`config.mk`:
```
export PLATFORM = sky130hd
export DESIGN_NAME = rf_stream_reader_flat
export DESIGN_NICKNAME = d
export VERILOG_FILES = /design/src/rtl/rf_reader_pkg.sv /design/src/rtl/rf_stream_reader_if.sv /design/src/rtl/rf_skid_buffer.sv /design/src/rtl/rf_stream_reader.sv /design/src/flat_wrapper.sv
export SDC_FILE = /design/constraint.sdc
export NUM_CORES = 1
export LEC_CHECK = 0
export BUFFER_PORTS_ARGS = -buffer_cell sky130_fd_sc_hd__buf_2
export CAP_MARGIN = 20
export CORE_AREA = 2 2 115 117
export DETAILED_ROUTE_END_ITERATION = 12
export DIE_AREA = 0 0 117 119
export PLACE_DENSITY = 0.56
export SLEW_MARGIN = 5
export SYNTH_ARGS = -nofsm -noshare
export SYNTH_HDL_FRONTEND = slang
export SYNTH_HIERARCHICAL = 1
export SYNTH_SLANG_ARGS = --single-unit
export TNS_END_PERCENT = 10
```
`constraint.sdc`:
```
create_clock -name clk -period 2.8 [get_ports clk]
set_input_delay 0.42 -clock clk [delete_from_list [all_inputs] [get_ports clk]]
set_output_delay 0.42 -clock clk [all_outputs]
set_load 0.1 [all_outputs]
```
`src/rtl/rf_reader_pkg.sv`:
```
// Shared types and constants for the register-file stream reader:
// FSM state encoding, counter width helper and output buffer depth.
package rf_reader_pkg;

    localparam int RF_ADDR_LEN = 5;
    localparam int RF_DATA_LEN = 32;
    localparam int RF_CNT_LEN  = RF_ADDR_LEN + 1;
    localparam int BUF_DEPTH   = 2;

    typedef enum logic [1:0] {
        IDLE  = 2'd0,
        READ  = 2'd1,
        DRAIN = 2'd2,
        DONE  = 2'd3
    } state_t;

    // The remaining counter must hold the full depth, hence one extra bit.
    function automatic int cntLen(input int addrLen);
        return addrLen + 1;
    endfunction

endpackage

```
`src/rtl/rf_stream_reader_if.sv`:
```
// Register-file read port plus output valid/ready stream of the reader.
// RF_READER_CLEAR_EN adds the clear-on-read write port.
interface rf_stream_reader_if #(
    parameter int ADDR_LEN = 5,
    parameter int DATA_LEN = 32
) ();

    logic                rfRd;
    logic [ADDR_LEN-1:0] rfRdAddr;
    logic [DATA_LEN-1:0] rfDataIn;
    logic                outValid;
    logic                outReady;
    logic [DATA_LEN-1:0] outData;

`ifdef RF_READER_CLEAR_EN
    logic                rfWrt;
    logic [ADDR_LEN-1:0] rfWrtAddr;
    logic [DATA_LEN-1:0] rfWrtData;

    modport master (
        output rfRd, rfRdAddr, outValid, outData, rfWrt, rfWrtAddr, rfWrtData,
        input  rfDataIn, outReady
    );

    modport slave (
        input  rfRd, rfRdAddr, outValid, outData, rfWrt, rfWrtAddr, rfWrtData,
        output rfDataIn, outReady
    );
`else
    modport master (
        output rfRd, rfRdAddr, outValid, outData,
        input  rfDataIn, outReady
    );

    modport slave (
        input  rfRd, rfRdAddr, outValid, outData,
        output rfDataIn, outReady
    );
`endif

endinterface

```
`src/rtl/rf_skid_buffer.sv`:
```
// Two-entry valid/ready output buffer; the head entry drives the output
// register directly and a free flag tells the producer it may push.
module rf_skid_buffer
    import rf_reader_pkg::*;
#(
    parameter int DATA_LEN = 32
) (
    input  logic                clk,
    input  logic                reset,
    input  logic                push,
    input  logic [DATA_LEN-1:0] pushData,
    input  logic                ready,
    output logic                valid,
    output logic [DATA_LEN-1:0] data,
    output logic                free,
    output logic                empty
);

    logic [1:0]          r_cnt;
    logic [DATA_LEN-1:0] r_head;
    logic [DATA_LEN-1:0] r_tail;
    logic                w_pop;
    logic                w_push;

    assign w_pop  = (r_cnt != 2'd0) && ready;
    // A slot counts as free when one is empty or the head leaves this cycle.
    assign free   = (r_cnt != 2'(BUF_DEPTH)) || w_pop;
    assign w_push = push && free;
    assign empty  = (r_cnt == 2'd0);
    assign valid  = !empty;
    assign data   = r_head;

    always_ff @(posedge clk or negedge reset) begin
        if (!reset) begin
            r_cnt  <= 2'd0;
            r_head <= '0;
            r_tail <= '0;
        end else begin
            case (r_cnt)
                2'd0: begin
                    if (w_push) begin
                        r_head <= pushData;
                        r_cnt  <= 2'd1;
                    end
                end
                2'd1: begin
                    if (w_push && w_pop) begin
                        r_head <= pushData;
                    end else if (w_push) begin
                        r_tail <= pushData;
                        r_cnt  <= 2'd2;
                    end else if (w_pop) begin
                        r_cnt  <= 2'd0;
                    end
                end
                default: begin
                    if (w_pop) begin
                        r_head <= r_tail;
                        if (w_push) begin
                            r_tail <= pushData;
                        end else begin
                            r_cnt  <= 2'd1;
                        end
                    end
                end
            endcase
        end
    end

endmodule

```
`src/rtl/rf_stream_reader.sv`:
```
// Walks a contiguous register-file window and streams the words out through
// a 2-entry buffer. RF_READER_CLEAR_EN zeroes each entry as it is read.
module rf_stream_reader
    import rf_reader_pkg::*;
#(
    parameter  int ADDR_LEN = 5,
    parameter  int DATA_LEN = 32,
    localparam int CNT_LEN  = cntLen(ADDR_LEN)
) (
    input  logic                clk,
    input  logic                reset,
    input  logic                start,
    input  logic [ADDR_LEN-1:0] baseAddr,
    input  logic [CNT_LEN-1:0]  count,
    output logic                busy,
    output logic                done,
    rf_stream_reader_if.master  bus
);

    state_t              r_state;
    logic [ADDR_LEN-1:0] r_ptr;
    logic [CNT_LEN-1:0]  r_rem;
    logic                r_busy;
    logic                r_done;
    logic                w_free;
    logic                w_empty;
    logic                w_rd;

    // Zero-latency RF: the word for r_ptr is captured on the same edge.
    assign w_rd         = (r_state == READ) && w_free;
    assign bus.rfRd     = w_rd;
    assign bus.rfRdAddr = r_ptr;
    assign busy         = r_busy;
    assign done         = r_done;

`ifdef RF_READER_CLEAR_EN
    assign bus.rfWrt     = w_rd;
    assign bus.rfWrtAddr = r_ptr;
    assign bus.rfWrtData = '0;
`endif

    rf_skid_buffer #(
        .DATA_LEN (DATA_LEN)
    ) u_buf (
        .clk      (clk),
        .reset    (reset),
        .push     (w_rd),
        .pushData (bus.rfDataIn),
        .ready    (bus.outReady),
        .valid    (bus.outValid),
        .data     (bus.outData),
        .free     (w_free),
        .empty    (w_empty)
    );

    always_ff @(posedge clk or negedge reset) begin
        if (!reset) begin
            r_state <= IDLE;
            r_ptr   <= '0;
            r_rem   <= '0;
            r_busy  <= 1'b0;
            r_done  <= 1'b0;
        end else begin
            r_done <= 1'b0;
            case (r_state)
                IDLE: begin
                    if (start) begin
                        r_ptr  <= baseAddr;
                        r_rem  <= count;
                        r_busy <= 1'b1;
                        // An empty window finishes at once, busy covering the done cycle.
                        if (count == '0) begin
                            r_state <= DONE;
                            r_done  <= 1'b1;
                        end else begin
                            r_state <= READ;
                        end
                    end
                end
                READ: begin
                    if (w_rd) begin
                        r_ptr <= r_ptr + ADDR_LEN'(1);
                        r_rem <= r_rem - CNT_LEN'(1);
                        if (r_rem == CNT_LEN'(1)) begin
                            r_state <= DRAIN;
                        end
                    end
                end
                DRAIN: begin
                    if (w_empty) begin
                        r_state <= DONE;
                        r_done  <= 1'b1;
                        r_busy  <= 1'b0;
                    end
                end
                DONE: begin
                    r_state <= IDLE;
                    r_busy  <= 1'b0;
                end
            endcase
        end
    end

endmodule

```
`src/flat_wrapper.sv`:
```
// flat-port wrapper written by rule: the top's interface ports become plain ports
module rf_stream_reader_flat import rf_reader_pkg::*;
#(
    parameter  int ADDR_LEN = 5,
    parameter  int DATA_LEN = 32,
    localparam int CNT_LEN  = cntLen(ADDR_LEN)
)
  (clk, reset, start, baseAddr, count, busy, done, bus_rfRd, bus_rfRdAddr, bus_outValid, bus_outData, bus_rfDataIn, bus_outReady);
  rf_stream_reader_if #(.ADDR_LEN(ADDR_LEN), .DATA_LEN(DATA_LEN)) bus_i ();
  input  logic clk;
  input  logic reset;
  input  logic start;
  input  logic [ADDR_LEN-1:0] baseAddr;
  input  logic [CNT_LEN-1:0] count;
  output logic busy;
  output logic done;
  output wire logic [$bits(bus_i.rfRd)-1:0] bus_rfRd;
  output wire logic [$bits(bus_i.rfRdAddr)-1:0] bus_rfRdAddr;
  output wire logic [$bits(bus_i.outValid)-1:0] bus_outValid;
  output wire logic [$bits(bus_i.outData)-1:0] bus_outData;
  input wire logic [$bits(bus_i.rfDataIn)-1:0] bus_rfDataIn;
  input wire logic [$bits(bus_i.outReady)-1:0] bus_outReady;
  assign bus_rfRd = bus_i.rfRd;
  assign bus_rfRdAddr = bus_i.rfRdAddr;
  assign bus_outValid = bus_i.outValid;
  assign bus_outData = bus_i.outData;
  assign bus_i.rfDataIn = bus_rfDataIn;
  assign bus_i.outReady = bus_outReady;
  rf_stream_reader #(.ADDR_LEN(ADDR_LEN), .DATA_LEN(DATA_LEN)) u_core (.clk(clk), .reset(reset), .start(start), .baseAddr(baseAddr), .count(count), .busy(busy), .done(done), .bus(bus_i));
endmodule
```
==> results.toml <==
[outcome]
outcome = "complete, no violations"

[floorplan]
row_count = 42
dieHeight_um = 119
dieArea_um2 = 13900
coreArea_um2 = 12900
initial_core_util_pct = 37.7
die_x_um = 117
ios = 88

[worst_setup_path]
critPathLaunchType = "flip-flop"
path_class = "reg -> out"
cp_data_arrival_time_ps = 2020
crit_path_top_delay_cell = "dfrtp_1"
cp_num_buf_inv = 2
critPathTopFamily = "simple AND/OR/NAND/NOR gates"
path_cells = "or3_1, and2_2, buf_4, buf_12"
path_max_fanout = 69
path_depth = 4
ff2ff_path_depth = 7
setup.worst_path.end_class = "output pin"
critPathRequiredTime_ps = 2380
critPathMaxStageDelay_ps = 430

[yosys]
ys_types = 49
yosysWarnings = 6
synth_cells = 446
ys_ff_latch = 81
synth_async_sr_flop_share_pct = 100
ys.flop_type = "dfrtp_1"
synthesis.nets = 501
synth_edf_count = 0
synth_area_um2 = 4850
yosysSeqAreaShare_pct = 41.8
synth.avg_cell_area_um2 = 10.9

[grt]
grt_pass1_vias = 4001
grt_pass1_wl_mm = 20.1
antenna_found_initial = 0
grt_max_degree = 70
grt_overflow = 0
grt.total_usage_pct = 18.2

[routing]
firstDrtPassIters = 4
postRouteAntennaNets = 0
via_per_inst = 5.53
wl_per_cell_um = 17.4
drt_iter0_drc = 219
drc_errors = 0
wirelength_mm = 12.2
vias = 3868

[timing]
clock_skew_ps = 3.76
max-slew-margin-rel_pct = 57.1
max_freq_mhz = 410
timing.final.max_slew_violations = 0
rsz0062_at_grt = "false"
finalSetupViolCount = 0
min_period_ps = 2440
tightestPinTransition_ps = 644
finalSetupTns_ps = 0
hold_viol = 0
timing.final.crit_share_pct = 87.0

[layout]
mostFrequentLayoutCells = "buf_2, dfrtp_1, o22ai_1"
diodes = 0
layout_commonest_cell = "buf_2"
areaGrowthSynthToFinish_pct = 18.8
final_nets = 574
layout-drive-gt1-share_pct = 42.8

[clock_network]
cts_tree = "built"
cts_hold_buf = 0
clkSinkCount = 81
cts_buffers = 9
cts-resized-gates = 0
cts-root-buf = "clkbuf_16"
clk_latency_ps = 340
cts_setup_buffers = 0
cts_buffer_depth = 2
cts.htree.levels = 3
clkTransAtPathRegs_ps = 60

[place]
io_buffers = 87
gp_congestion = 0.746
dp_hpwl_mm = 7.68

[worst_hold_path]
hold_class = "in -> async"

[run]
max-cap-violations = 0
area by class of cell:
| type | instances | area, um2 |
|---|---|---|
| fillers | 1237 | 7110 |
| multi-input cells | 317 | 2590 |
| flip-flops and latches | 81 | 2030 |
| repair buffers | 100 | 588 |
| clock buffers | 12 | 256 |
| well taps | 176 | 220 |
| clock inverters | 3 | 40.0 |
| inverters | 10 | 37.5 |
metal layers:
| metal | global-route usage (%) | part of all wire [%] | vias to the layer above |
|---|---|---|---|
| met5 | 0 | 0 | - |
| met2 | 28.1 | 47 | 88 |
| li1 | - | - | 1829 |
| met3 | 3.31 | 4.1 | 20 |
| met1 | 24.9 | 47 | 1931 |
| met4 | 7.72 | 2.1 | 0 |
cells by family after synthesis:
family / after synthesis / share of synthesized area [%]
fa+ha+maj: 8 / 2.06
compound gates: 130 / 17.4
simple gates: 108 / 15.1
mux: 71 / 18.6
flops: 81 / 41.8
buf+inv: 48 / 4.95
registers in the layout, summed over array words and instances (netlist names):
name,cells
u_core/u_buf/data,32
u_core/busy,1
u_core/r_rem,6
u_core/r_state,2
u_core/u_buf/r_cnt,2
u_core/done,1
u_core/u_buf/r_tail,32
u_core/bus.rfRdAddr,5
cells in the mapped netlist (2+ instances only):
cell type / count / area (um2)
nor2b_1: 4 / 25.0
nand4b_1: 31 / 272
o211ai_1: 31 / 233
buf_2: 21 / 105
mux2_4: 30 / 450
a211oi_1: 2 / 15.0
inv_1: 9 / 33.8
mux2_2: 34 / 383
o21ai_0: 12 / 60.1
nor3_2: 2 / 20.0
ha_1: 8 / 100
nor2_1: 7 / 26.3
mux2i_1: 7 / 70.1
dfrtp_1: 81 / 2030
buf_6: 4 / 45.0
clkbuf_1: 12 / 45.0
a2bb2oi_1: 2 / 17.5
nand2_1: 13 / 48.8
o22ai_1: 36 / 225
or2_2: 33 / 206
nand2b_1: 3 / 18.8
a21oi_1: 35 / 175
nand3_1: 3 / 15.0
path summary, 6_finish.rpt:
check | startpoint | end | slack (ps)
setup / recovery | u_core/u_buf/r_cnt[0]$_DFFE_PN0P_ | bus_rfRd | 360
hold / removal | reset | u_core/u_buf/data[5]$_DFFE_PN0P_ | 40
setup reg to reg | u_core/u_buf/r_cnt[0]$_DFFE_PN0P_ | u_core/u_buf/r_tail[9]$_DFFE_PN0P_ | 550
hold reg to reg | u_core/u_buf/data[26]$_DFFE_PN0P_ | u_core/u_buf/data[26]$_DFFE_PN0P_ | 510
max in group asynchronous | reset | u_core/u_buf/r_tail[30]$_DFFE_PN0P_ | 2140
min in group clk | baseAddr[2] | u_core/bus.rfRdAddr[2]$_DFFE_PN0P_ | 320
through the flow:
step	setup slack, ps	util [%]	area, um2	hold WS (ps)	cells
4_1_cts	371	44.8	5760	57.1	699
3_5_place_dp	545	42.4	5470	423	684
2_1_floorplan	154	-	4850	124	446
6_report	364	44.8	5760	42.5	699
3_3_place_gp	624	42.4	5470	421	684
5_1_grt	266	44.8	5760	85.7	699
Power is left out: the tool's default activity adds up to more than one toggle a clock period on the data nets, which glitch-free logic cannot reach.
